===== src/rtl/acc_uart_tx_if.sv =====
// acc_uart_tx_if: word/handshake bundle between the result mux/controller
// and the UART word transmitter; master = controller side, slave = transmitter.
interface acc_uart_tx_if #(
    parameter int unsigned WORD_BYTES = 2
);
    logic [8*WORD_BYTES-1:0] word_in;
    logic                    load;
    logic                    busy;
    logic                    tx;
    logic                    byte_done;
    logic                    word_done;

    modport master (
        output word_in,
        output load,
        input  busy,
        input  tx,
        input  byte_done,
        input  word_done
    );

    modport slave (
        input  word_in,
        input  load,
        output busy,
        output tx,
        output byte_done,
        output word_done
    );
endinterface


===== src/rtl/acc_uart_tx.sv =====
// acc_uart_tx: latches one accumulator word per load and sends its bytes
// MSB-byte first as UART frames. Optional macro ACC_UART_TX_PARITY_EN adds an even-parity bit (8E1).
module acc_uart_tx #(
    parameter int unsigned CLKS_PER_BIT = 434,
    parameter int unsigned WORD_BYTES   = 2
) (
    input  logic        clk,
    input  logic        nRst,
    acc_uart_tx_if.slave bus
);

    localparam int unsigned CW = (CLKS_PER_BIT > 1) ? $clog2(CLKS_PER_BIT) : 1;
    localparam int unsigned WW = 8 * WORD_BYTES;
    localparam logic [CW-1:0] CNT_MAX = CW'(CLKS_PER_BIT - 1);
    localparam logic [1:0] LAST_BYTE = 2'(WORD_BYTES - 1);

    typedef enum logic [2:0] {
        IDLE   = 3'd0,
        START  = 3'd1,
        DATA   = 3'd2,
        PARITY = 3'd3,
        STOP   = 3'd4
    } state_t;

    state_t        state_q, state_d;
    logic [CW-1:0] cnt_q, cnt_d;
    logic [2:0]    bit_idx_q, bit_idx_d;
    logic [1:0]    byte_idx_q, byte_idx_d;
    logic [WW-1:0] sreg_q, sreg_d;
    logic          busy_q, busy_d;
    logic          tx_q, tx_d;
    logic          byte_done_q, byte_done_d;
    logic          word_done_q, word_done_d;

    logic [7:0]    cur_byte;
    logic          bit_end;

    // The byte on the wire is always the top byte; the word shifts up per byte.
    assign cur_byte = sreg_q[WW-1 -: 8];
    assign bit_end  = (cnt_q == CNT_MAX);

    // Next-state, counter and output logic for the frame sequencer.
    always_comb begin
        state_d     = state_q;
        cnt_d       = cnt_q;
        bit_idx_d   = bit_idx_q;
        byte_idx_d  = byte_idx_q;
        sreg_d      = sreg_q;
        busy_d      = busy_q;
        byte_done_d = 1'b0;
        word_done_d = 1'b0;
        tx_d        = 1'b1;

        unique case (state_q)
            IDLE: begin
                tx_d  = 1'b1;
                cnt_d = '0;
                if (bus.load && !busy_q) begin
                    sreg_d     = bus.word_in;
                    byte_idx_d = LAST_BYTE;
                    busy_d     = 1'b1;
                    state_d    = START;
                end
            end
            START: begin
                tx_d = 1'b0;
                if (bit_end) begin
                    cnt_d     = '0;
                    bit_idx_d = '0;
                    state_d   = DATA;
                end else begin
                    cnt_d = cnt_q + CW'(1);
                end
            end
            DATA: begin
                tx_d = cur_byte[bit_idx_q];
                if (bit_end) begin
                    cnt_d = '0;
                    if (bit_idx_q == 3'd7) begin
`ifdef ACC_UART_TX_PARITY_EN
                        state_d = PARITY;
`else
                        state_d = STOP;
`endif
                    end else begin
                        bit_idx_d = bit_idx_q + 3'd1;
                    end
                end else begin
                    cnt_d = cnt_q + CW'(1);
                end
            end
`ifdef ACC_UART_TX_PARITY_EN
            PARITY: begin
                tx_d = ^cur_byte;
                if (bit_end) begin
                    cnt_d   = '0;
                    state_d = STOP;
                end else begin
                    cnt_d = cnt_q + CW'(1);
                end
            end
`endif
            STOP: begin
                tx_d = 1'b1;
                if (bit_end) begin
                    cnt_d       = '0;
                    byte_done_d = 1'b1;
                    if (byte_idx_q != 2'd0) begin
                        byte_idx_d = byte_idx_q - 2'd1;
                        sreg_d     = sreg_q << 8;
                        state_d    = START;
                    end else begin
                        word_done_d = 1'b1;
                        busy_d      = 1'b0;
                        state_d     = IDLE;
                    end
                end else begin
                    cnt_d = cnt_q + CW'(1);
                end
            end
            default: begin
                tx_d    = 1'b1;
                cnt_d   = '0;
                busy_d  = 1'b0;
                state_d = IDLE;
            end
        endcase
    end

    // Register all state and outputs; reset forces the line idle at once.
    always_ff @(posedge clk or posedge nRst) begin
        if (nRst) begin
            state_q     <= IDLE;
            cnt_q       <= '0;
            bit_idx_q   <= '0;
            byte_idx_q  <= '0;
            sreg_q      <= '0;
            busy_q      <= 1'b0;
            tx_q        <= 1'b1;
            byte_done_q <= 1'b0;
            word_done_q <= 1'b0;
        end else begin
            state_q     <= state_d;
            cnt_q       <= cnt_d;
            bit_idx_q   <= bit_idx_d;
            byte_idx_q  <= byte_idx_d;
            sreg_q      <= sreg_d;
            busy_q      <= busy_d;
            tx_q        <= tx_d;
            byte_done_q <= byte_done_d;
            word_done_q <= word_done_d;
        end
    end

    assign bus.busy      = busy_q;
    assign bus.tx        = tx_q;
    assign bus.byte_done = byte_done_q;
    assign bus.word_done = word_done_q;

endmodule


===== src/flat_wrapper.sv =====
// flat-port wrapper written by rule: the top's interface ports become plain ports
module acc_uart_tx_flat 
#(
    parameter int unsigned CLKS_PER_BIT = 434,
    parameter int unsigned WORD_BYTES   = 2
)
  (clk, nRst, bus_word_in, bus_load, bus_busy, bus_tx, bus_byte_done, bus_word_done);
  acc_uart_tx_if #(.WORD_BYTES(WORD_BYTES)) bus_i ();
  input  logic clk;
  input  logic nRst;
  input wire logic [$bits(bus_i.word_in)-1:0] bus_word_in;
  input wire logic [$bits(bus_i.load)-1:0] bus_load;
  output wire logic [$bits(bus_i.busy)-1:0] bus_busy;
  output wire logic [$bits(bus_i.tx)-1:0] bus_tx;
  output wire logic [$bits(bus_i.byte_done)-1:0] bus_byte_done;
  output wire logic [$bits(bus_i.word_done)-1:0] bus_word_done;
  assign bus_i.word_in = bus_word_in;
  assign bus_i.load = bus_load;
  assign bus_busy = bus_i.busy;
  assign bus_tx = bus_i.tx;
  assign bus_byte_done = bus_i.byte_done;
  assign bus_word_done = bus_i.word_done;
  acc_uart_tx #(.CLKS_PER_BIT(CLKS_PER_BIT), .WORD_BYTES(WORD_BYTES)) u_core (.clk(clk), .nRst(nRst), .bus(bus_i));
endmodule

===== config.mk =====
export PLATFORM = sky130hd
export DESIGN_NAME = acc_uart_tx_flat
export DESIGN_NICKNAME = d
export VERILOG_FILES = /design/src/rtl/acc_uart_tx_if.sv /design/src/rtl/acc_uart_tx.sv /design/src/flat_wrapper.sv
export SDC_FILE = /design/constraint.sdc
export NUM_CORES = 1
export LEC_CHECK = 0
export CORE_AREA = 2 2 60 62
export CTS_CLUSTER_DIAMETER = 120
export DETAILED_ROUTE_END_ITERATION = 12
export DIE_AREA = 0 0 62 64
export GPL_ROUTABILITY_DRIVEN = 0
export HOLD_SLACK_MARGIN = 0.15
export PLACE_DENSITY = 0.81
export SETUP_SLACK_MARGIN = 0.15
export SLEW_MARGIN = 20
export SYNTH_ARGS = -nofsm -noshare
export SYNTH_HDL_FRONTEND = slang
export SYNTH_SLANG_ARGS = --single-unit

===== constraint.sdc =====
create_clock -name clk -period 4.03 [get_ports clk]
set_input_delay 0.6045 -clock clk [delete_from_list [all_inputs] [get_ports clk]]
set_output_delay 0.6045 -clock clk [all_outputs]
set_load 0.05 [all_outputs]

After elaboration in Yosys (flattened, before gate mapping)
Index checks and enable logic that the tools add are counted.
{"block": "word_totals", "regBits": 37, "output_inout_bits": 4, "wordCells": 72}
{"block": "op_classes", "n_addsub": 3, "n_lt_le_gt_ge": 1, "n_eq_ne": 13, "muxes": 33, "bitwise": 1, "n_reduce_logical": 12}
{"operator": "$mux W16", "count": 3}
{"operator": "$pmux W16 S2", "count": 1}
{"operator": "$mux W3", "count": 8}
{"operator": "$mux W9", "count": 2}
{"operator": "$ne A2 B1 Y1 const B", "count": 6}
{"operator": "$pmux W3 S4", "count": 1}
{"operator": "$reduce_and A4 Y1", "count": 3}
{"operator": "$mux W1", "count": 10}
{"operator": "$add A9 B1 Y9 const B", "count": 1}
{"operator": "$eq A9 B9 Y1 const B", "count": 1}
{"operator": "$eq A3 B3 Y1 const B", "count": 2}
{"operator": "$mux W2", "count": 3}
{"operator": "$pmux W3 S2", "count": 1}
{"operator": "$reduce_bool A2 Y1", "count": 3}
{"operator": "$reduce_and A5 Y1", "count": 1}
{"operator": "$lt A3 B4 Y1 const B", "count": 1}
{"operator": "$ne A2 B2 Y1 const B", "count": 2}
{"operator": "$pmux W2 S2", "count": 1}
{"operator": "$add A3 B1 Y3 const B", "count": 1}
{"operator": "$bmux W1 S3", "count": 1}
{"operator": "$eq A3 B1 Y1 const B", "count": 1}
{"operator": "$eq A3 B2 Y1 const B", "count": 1}
{"operator": "$logic_not A3 Y1", "count": 1}
{"operator": "$pmux W1 S3", "count": 1}
{"operator": "7 further kinds", "count": 7}

Longest topological paths before layout
Gate-level depths: netlist (run 1).
{"block": "logic_depth", "ltp_word": 4, "ltp_mapped": 8}

Least setup slack after synthesis (run 1)
Ideal clock, no wire load.
{"block": "synth_timing", "kind": "register to register", "startpoint": "register u_core.cnt_q[1]", "endpoint": "register u_core.sreg_q[14]", "setup_time_ns": 0.125, "arrival_ns": 1.573, "t_required_ns": 3.905, "path_slack_ns": 2.332, "stages_incl_launch_ff": 8, "path_buffers": 1, "period_less_slack_ns": 1.698, "cell_sequence": "dfrtp_1 > inv_1 > ha_1 > and4b_2 > nand2_2 > o31a_1 > buf_6 > mux2_4"}
{"block": "synth_between", "elab_chain_cells": 3}
{"element": "start: declaration", "line_no": "acc_uart_tx.sv:26", "text": "logic [CW-1:0] cnt_q, cnt_d;"}
{"element": "start signal: assignment", "line_no": "acc_uart_tx.sv:144", "text": "cnt_q <= cnt_d;"}
{"element": "$eq A9 B9 Y1", "line_no": "acc_uart_tx.sv:40", "text": "assign bit_end = (cnt_q == CNT_MAX);"}
{"element": "$ne A2 B1 Y1 (no source line)"}
{"element": "$reduce_and A4 Y1 (no source line)"}
{"element": "end signal: assignment", "line_no": "acc_uart_tx.sv:147", "text": "sreg_q <= sreg_d;"}
{"element": "end: declaration", "line_no": "acc_uart_tx.sv:29", "text": "logic [WW-1:0] sreg_q, sreg_d;"}
Every way passes these cells.
A chain may end at the register's enable or synchronous reset.

Worst setup path in the final report (run 1)
{"block": "layout_timing", "startpoint": "register u_core.state_q[1]", "endpoint": "register u_core.byte_idx_q[1]"}
{"block": "layout_between", "elab_chain_cells": 3, "word_cells_on_any_way": 8, "cone_classes": "eq/ne: 4; mux: 1; reduce/logical: 3"}
{"element": "start: declaration", "line_no": "acc_uart_tx.sv:25", "text": "state_t state_q, state_d;"}
{"element": "start signal: assignment", "line_no": "acc_uart_tx.sv:143", "text": "state_q <= state_d;"}
{"element": "$eq A3 B3 Y1 / $logic_not A3 Y1 (equally long branches)", "line_no": "acc_uart_tx.sv:54", "text": "unique case (state_q)"}
{"element": "$ne A2 B1 Y1 (no source line) / $reduce_bool A2 Y1 (equally long branches)"}
{"element": "$reduce_and A4 Y1 (no source line)"}
{"element": "end signal: assignment", "line_no": "acc_uart_tx.sv:146", "text": "byte_idx_q <= byte_idx_d;"}
{"element": "end: declaration", "line_no": "acc_uart_tx.sv:28", "text": "logic [1:0] byte_idx_q, byte_idx_d;"}
Several ways; a longest one is shown, not always the timed one.

==> metrics.md, run 1 <==
| Metric | Value |
|---|---|
| Synth top cells by count | dfrtp_1, nor2_1, mux2_2, inv_1, nand2_1 |
| Mean Syn Cell Area | 11.2 um2 |
| Bufs on Longest Clock Path | 2 |
| Post-DR wirelength/cell | 13.2 um |
| Post-synth EDFFs | 0 |
| Initial DRC count | 115 |
| Hpwl dp | 2240 um |
| Worst path top cell family by delay | compound AO/OA/AOI/OAI gates |
| Final number of max-transition violations | 0 |
| Status | complete, no violations |
| Final nets | 213 |
| Largest net degree at the start of global routing | 38 |
| Max_slew headroom | 32.4% |
| Critical Path AT | 2810 ps |
| Asr flop ratio synth | 100% |
| CTS root buffer | clkbuf_4 |
| Dpl ws | 1480 ps |
| DRT Wirelength | approximately 3100 um |
| Hold Crit Class | reg -> reg |
| Initial Utilization | 56.8% |
| Sequential-to-total area share from yosys stat | 49.7% |
| DR pass1 iterations | 4 |
| Top post-synthesis cells by area | dfrtp_1, mux2_2, mux2i_1 |
| Syn Inst Count | 166 |
| Pwr Density | slightly below 300 nW/um2 |
| Gr ovfl total | 0 |
| Initial antenna violation count | 0 |
| Synth cell types | 36 |
| Endpoints failing setup | 0 |
| # diodes | 0 |
| Clk_lat worst skew | approximately 350 ps |
| TritonCTS Sinks | 37 |
| Count of antenna-violating nets left after detailed routing | 0 |
| First-pass GRT wire length | 5450 um |
| Seq cells post-synth | 37 |
| Crit Path Class | reg -> reg |
| Post-synth top area share | 48.3% |
| Postcts setup bufs | 0 |
| # IOs | 23 |
| Count leader, synth | dfrtp_1 |
| Clock Skew | between 10 and 15 ps |
| TritonCTS Buffers | 5 |
| Post-Layout Cell Count | 236 |
| TritonCTS clock tree | done |
| Number of core rows | 21 |
| Buffer and inverter count on the worst path | 0 |
| Area of the die | 3970 um2 |
| # placed instances | ~230 |
| Worst Setup End Kind | register |
| Post-CTS sizing | 0 |
| GRT Util Overall | around a fifth |
| DRC | 0 |
| Hold WS | 497 ps |
| Final hold violations | 0 |
| Core area | 3280 um2 |
| Crit-path max FO | 20 |
| Layout cell share with drive strength beyond 1 | 17.4% |
| Area leader, netlist | dfrtp_1 |
| Post-synthesis cell area | 1860 um2 |
| RSZ-0062 raised after global routing | no |
| Lkg Pwr | roughly 0.0010 uW |
| # hold bufs at CTS | 0 |
| Vias in the first global route | 1202 |
| Max stage delay cell, worst path | o31a_1 |
| Max-Cap Viols | 0 |
| Die W | 62 um |
| Tmin final | 2580 ps |
| Setup TNS | 0 ps |
| Critical path's largest stage delay | between 800 and 900 ps |
| Fill cell count | 268 |
| Ys flop type | dfrtp_1 |
| Critical path launch point type | register |
| Slew at the pin closest to its max-slew limit | 1010 ps |
| Max Clk Rate | between 300 and 400 MHz |
| Worst vdd ir | 0.000244 V |
| Port bufs | 22 |
| Htree depth | 2 |
| Post-DR vias/cell | ~5.2 |
| Fin worst setup slack | 1450 ps |
| Area growth from synthesis to layout | 16.2% |
| Yosys warns | 0 |
| Final period utilization | 63.9% |
| Worst EP required | 4270 ps |
| Die Height | approximately 64 um |
| Clock transition at path regs | 110 ps |
| Syn_nets | 190 |
| Crit path cell chain | nor2_1 > nand2_1 > o31a_1 > mux2_2 |
| Vias | 1237 |
[power by group]
group / switching, uW / internal [uW]
registers: 0 / 371
clock network: 123 / 101
logic: 11.2 / 20.0
total: 134 / 492
[kinds of logic after synthesis]
logic type	after synthesis	synth area share, %
AO/OA/AOI/OAI	14	4.97
flip-flops	37	49.7
adder cells (fa/ha/maj)	5	3.36
buffers and inverters	20	5.44
AND/OR/NAND/NOR	53	14.2
multiplexers	29	18.5
XOR/XNOR	8	3.76
[sequential cells by signal (all words and copies together) (netlist names)]
name / cells
u_core.sreg_q: 16
u_core.bit_idx_q: 3
u_core.cnt_q: 9
u_core.bus.word_done: 1
u_core.bus.tx: 1
u_core.bus.byte_done: 1
u_core.bus.busy: 1
u_core.state_q: 3
u_core.byte_idx_q: 2
[cell type report]
cell class                      instances  area (um2)  share of cell area [%]
Clock buffer                            7        65.1                    3.00
Multi-Input combinational cell        109         836                    38.6
Tap cell                               46        57.6                    2.66
Sequential cell                        37         927                    42.8
Clock inverter                          1        5.00                   0.231
Timing Repair Buffer                   23         228                    10.5
Inverter                               13        48.8                    2.25
[routing by layer]
metal / GRT usage [%] / share of wire (%) / vias up
met4: 7.98 / 2.3 / 0
met5: 0 / 0 / -
met1: 24.5 / 45 / 585
met2: 28.1 / 48 / 36
met3: 6.68 / 5.4 / 7
li1: - / - / 609
[worst register-to-register path: stages, from the launching register on]
cell	delay [ps]
dfrtp_1	500
nor2_1	110
nand2_1	550
o31a_1	880
mux2_2	420
[cell usage in the layout (no fill, tap or decap), types with 2 or more instances in the layout]
cell type,n
nor4_1,2
clkdlybuf4s50_1,22
dfrtp_1,36
o21ai_0,3
clkbuf_4,5
nand3_1,5
nand2_1,13
nor2_1,18
mux2_4,2
nand3b_1,2
mux2i_1,9
a21oi_1,4
ha_1,5
xor2_1,4
mux2_2,16
inv_1,13
and2_1,3
mux4_2,2
clkbuf_8,2
a22o_1,4
xnor2_1,4
[worst paths after layout]
path	from	to	slack [ps]	cells after the start
setup reg to reg	u_core.state_q[1]	u_core.byte_idx_q[1]	1450	4
min in group asynchronous	nRst	u_core.sreg_q[14]	640	3
hold reg to reg	u_core.cnt_q[0]	u_core.cnt_q[0]	500	1
hold / removal	u_core.cnt_q[0]	u_core.cnt_q[0]	500	1
max in group asynchronous	nRst	u_core.bus.tx	3050	3
setup / recovery	u_core.state_q[1]	u_core.byte_idx_q[1]	1450	4
[per-stage QoR]
stage               power, uW  utilization, %  instance area [um2]
finish                    627            66.0                 2170
floorplan                 390               -                 1860
detailed placement        410            63.8                 2100
CTS                       634            66.0                 2170
global route              651            66.0                 2170
global placement          410            63.8                 2100
(Power assumes the default switching activity.)
==> run 2: changes to the inputs <==
- CORE_AREA: 2 2 60 62 -> 2 2 65 67
- DIE_AREA: 0 0 62 64 -> 0 0 67 69
- PLACE_DENSITY: 0.81 -> 0.73
- clock period: 4.03 -> 2.15 ns (I/O delays scaled with it)
==> run 2 against run 1 <==
  * Die area grew 17%
  * Hold slack lost 55 ps
  * Global-route usage shrank 2.6 points
  * First-iteration DRC count shrank 44%
  * Non-clock buffer count grew 2
  * Setup slack lost 1200 ps
  * Critical path depth shrank 3
  * Clock skew shrank 5.0 ps
  * Wire length grew 1.8%
  * Utilization shrank 9.4 points
  * Largest cell class unchanged
  * Largest power group unchanged
==> metrics.md, run 2 (synthesis gave the netlist of run 1 again) <==
| Metric | Value |
|---|---|
| Crit Path Class | reg -> out |
| DRC | 0 (unchanged) |
| Setup TNS | 0 ps (unchanged) |
| Port bufs | 22 (unchanged) |
| Clock Skew | 5.37 ps (-5.02 ps) |
| Slew at the pin closest to its max-slew limit | 491 ps (-523 ps) |
| Biggest regs | u_core.sreg_q: 16 flops, u_core.cnt_q: 9 flops |
| Core Util, Final | 56.6% (-9.4 points) |
| Vias in the first global route | 1344 (+12%) |
| Gr ovfl total | 0 (unchanged) |
| Reg2reg path depth | 7 (+3) |
| DRT Wirelength | 3180 um (+1.8%) |
| Hold Crit Class | in -> async |
| # diodes | 0 (unchanged) |
| Final period utilization | around 90% |
| Initial DRC count | 64 (-44%) |
| # hold bufs at CTS | 0 (unchanged) |
| Final nets | 215 (+0.94%) |
| Die Height | 69 um (+7.8%) |
| NetSw | 257 uW (+91%) |
| Final Power | 1240 uW (+99%) |
| Post-CTS sizing | 0 (unchanged) |
| Reg2reg end | u_core.sreg_q[15] |
| Max reg flops | 16 (unchanged) |
| Layout cell share with drive strength beyond 1 | 17.3% (-0.091 points) |
| Final hold violations | 0 (unchanged) |
| Hpwl dp | 2290 um (+2.1%) |
| Area growth from synthesis to layout | 18.9% |
| Bufs on Longest Clock Path | 2 (unchanged) |
| Critical path's largest stage delay | 790 ps (-90 ps) |
| Worst Setup End Kind | output pin |
| Area of the die | 4620 um2 (+17%) |
| Max_slew headroom | 67.2% (+35 points) |
| Post-DR vias/cell | 5.22 (-0.41%) |
| Pwr Density | 562 nW/um2 (+94%) |
| Die W | 67 um (+8.1%) |
| Max Clk Rate | 523 MHz |
| Initial Utilization | 47.6% (-9.1 points) |
| Worst r2r src | u_core.cnt_q[1] |
| Worst vdd ir | 0.000380 V (+56%) |
| Tmin final | around 1900 ps |
| Clk pwr share | 39.3% (+3.5 points) |
| Critical path launch point type | register |
| Most frequent cells in the layout | dfrtp_1, clkdlybuf4s50_1, nor2_1 |
| Lkg Pwr | 0.00106 uW (+1.7%) |
| Switching Fraction | 20.6% (-0.82 points) |
| Postcts setup bufs | 0 (unchanged) |
| Critical Path AT | 1590 ps (-1220 ps) |
| Commonest non-fill, non-tap cell in the layout | dfrtp_1 |
| Post-DR wirelength/cell | 13.2 um (-0.32%) |
| Core area | 3910 um2 (+19%) |
| TritonCTS clock tree | done |
| # IOs | 23 (unchanged) |
| DR pass1 iterations | 4 (unchanged) |
| Count of antenna-violating nets left after detailed routing | 0 (unchanged) |
| Endpoints failing setup | 0 (unchanged) |
| Largest net degree at the start of global routing | 38 (unchanged) |
| Max stage delay cell, worst path | clkdlybuf4s50_1 |
| CTS root buffer | clkbuf_8 |
| P_int | 988 uW (+100%) |
| Reg-to-reg setup timing slack | 280 ps (-1170 ps) |
| Gate power share | 4.8% (-0.2 points) |
| Number of core rows | 23 (+9.5%) |
| Final number of max-transition violations | 0 (unchanged) |
| Max-Cap Viols | 0 (unchanged) |
| Crit-path max FO | 1 (-95%) |
| GRT Util Overall | 16.3% (-2.6 points) |
| First-pass GRT wire length | 5740 um (+5.3%) |
| Register with the most flip-flops | u_core.sreg_q |
| Buffer and inverter count on the worst path | 1 (+1) |
| Crit path cell chain | clkdlybuf4s50_1 |
| Status | complete, no violations |
| Worst path top cell family by delay | buffers and inverters |
| Worst EP required | 1830 ps (-2440 ps) |
| TritonCTS Buffers | 5 (unchanged) |
| Vias | 1258 (+1.7%) |
| RSZ-0062 raised after global routing | no |
| Htree depth | 2 (unchanged) |
| TritonCTS Sinks | 37 (unchanged) |
| Sequential Power Share | 55.9% (-3.3 points) |
| Clk_lat worst skew | 290 ps (-60 ps) |
| Clock transition at path regs | 70 ps (-40 ps) |
| Initial antenna violation count | 0 (unchanged) |
run 2: per-layer routing:
metal / GRT usage (%) / part of all wire, %
met5: 0 / 0
met4: 5.44 / 0.25
met3: 5.38 / 4.9
met2: 26.1 / 51
met1: 20.4 / 44
run 2: power groups by stage:
stage	clock (uW)	combinational, uW	sequential (uW)
2_1_floorplan	0	21.3	709
6_report	489	59.6	696
4_1_cts	499	61.4	696
5_1_grt	533	66.5	695
3_3_place_gp	0	60.1	709
3_5_place_dp	0	61.0	709
run 2: worst max-delay path by stage:
stage          cells after the start             from  slack (ps)                end
6_report                           1    u_core.bus.tx         240             bus_tx
3_3_place_gp                       7  u_core.cnt_q[1]         370  u_core.sreg_q[14]
3_5_place_dp                       7  u_core.cnt_q[1]         300  u_core.sreg_q[15]
4_1_cts                            1    u_core.bus.tx         230             bus_tx
2_1_floorplan                      7  u_core.cnt_q[1]         450  u_core.sreg_q[14]
5_1_grt                            1    u_core.bus.tx         190             bus_tx
run 2: cell type report:
class / count / area (um2)
Fill cell: 349 / 1700
Inverter: 13 / 48.8
Clock buffer: 7 / 86.3
Tap cell: 50 / 62.6
Sequential cell: 37 / 927
Timing Repair Buffer: 25 / 255
Multi-Input combinational cell: 109 / 836
run 2: worst register-to-register path, cell delays in order (launching register included):
cell and delay [ps]:
dfrtp_1 400, inv_1 60, ha_1 130, and4b_2 260, nand2_2 90, o31a_1 330
buf_12 170, mux2_4 310
run 2: per-stage QoR:
step           setup slack (ps)  hold slack, ps  instances  cell area [um2]
2_1_floorplan               452             456        166             1860
5_1_grt                     189             530        241             2220
3_5_place_dp                303             493        234             2130
6_report                    239             442        241             2220
4_1_cts                     226             451        241             2220
3_3_place_gp                367             474        234             2130
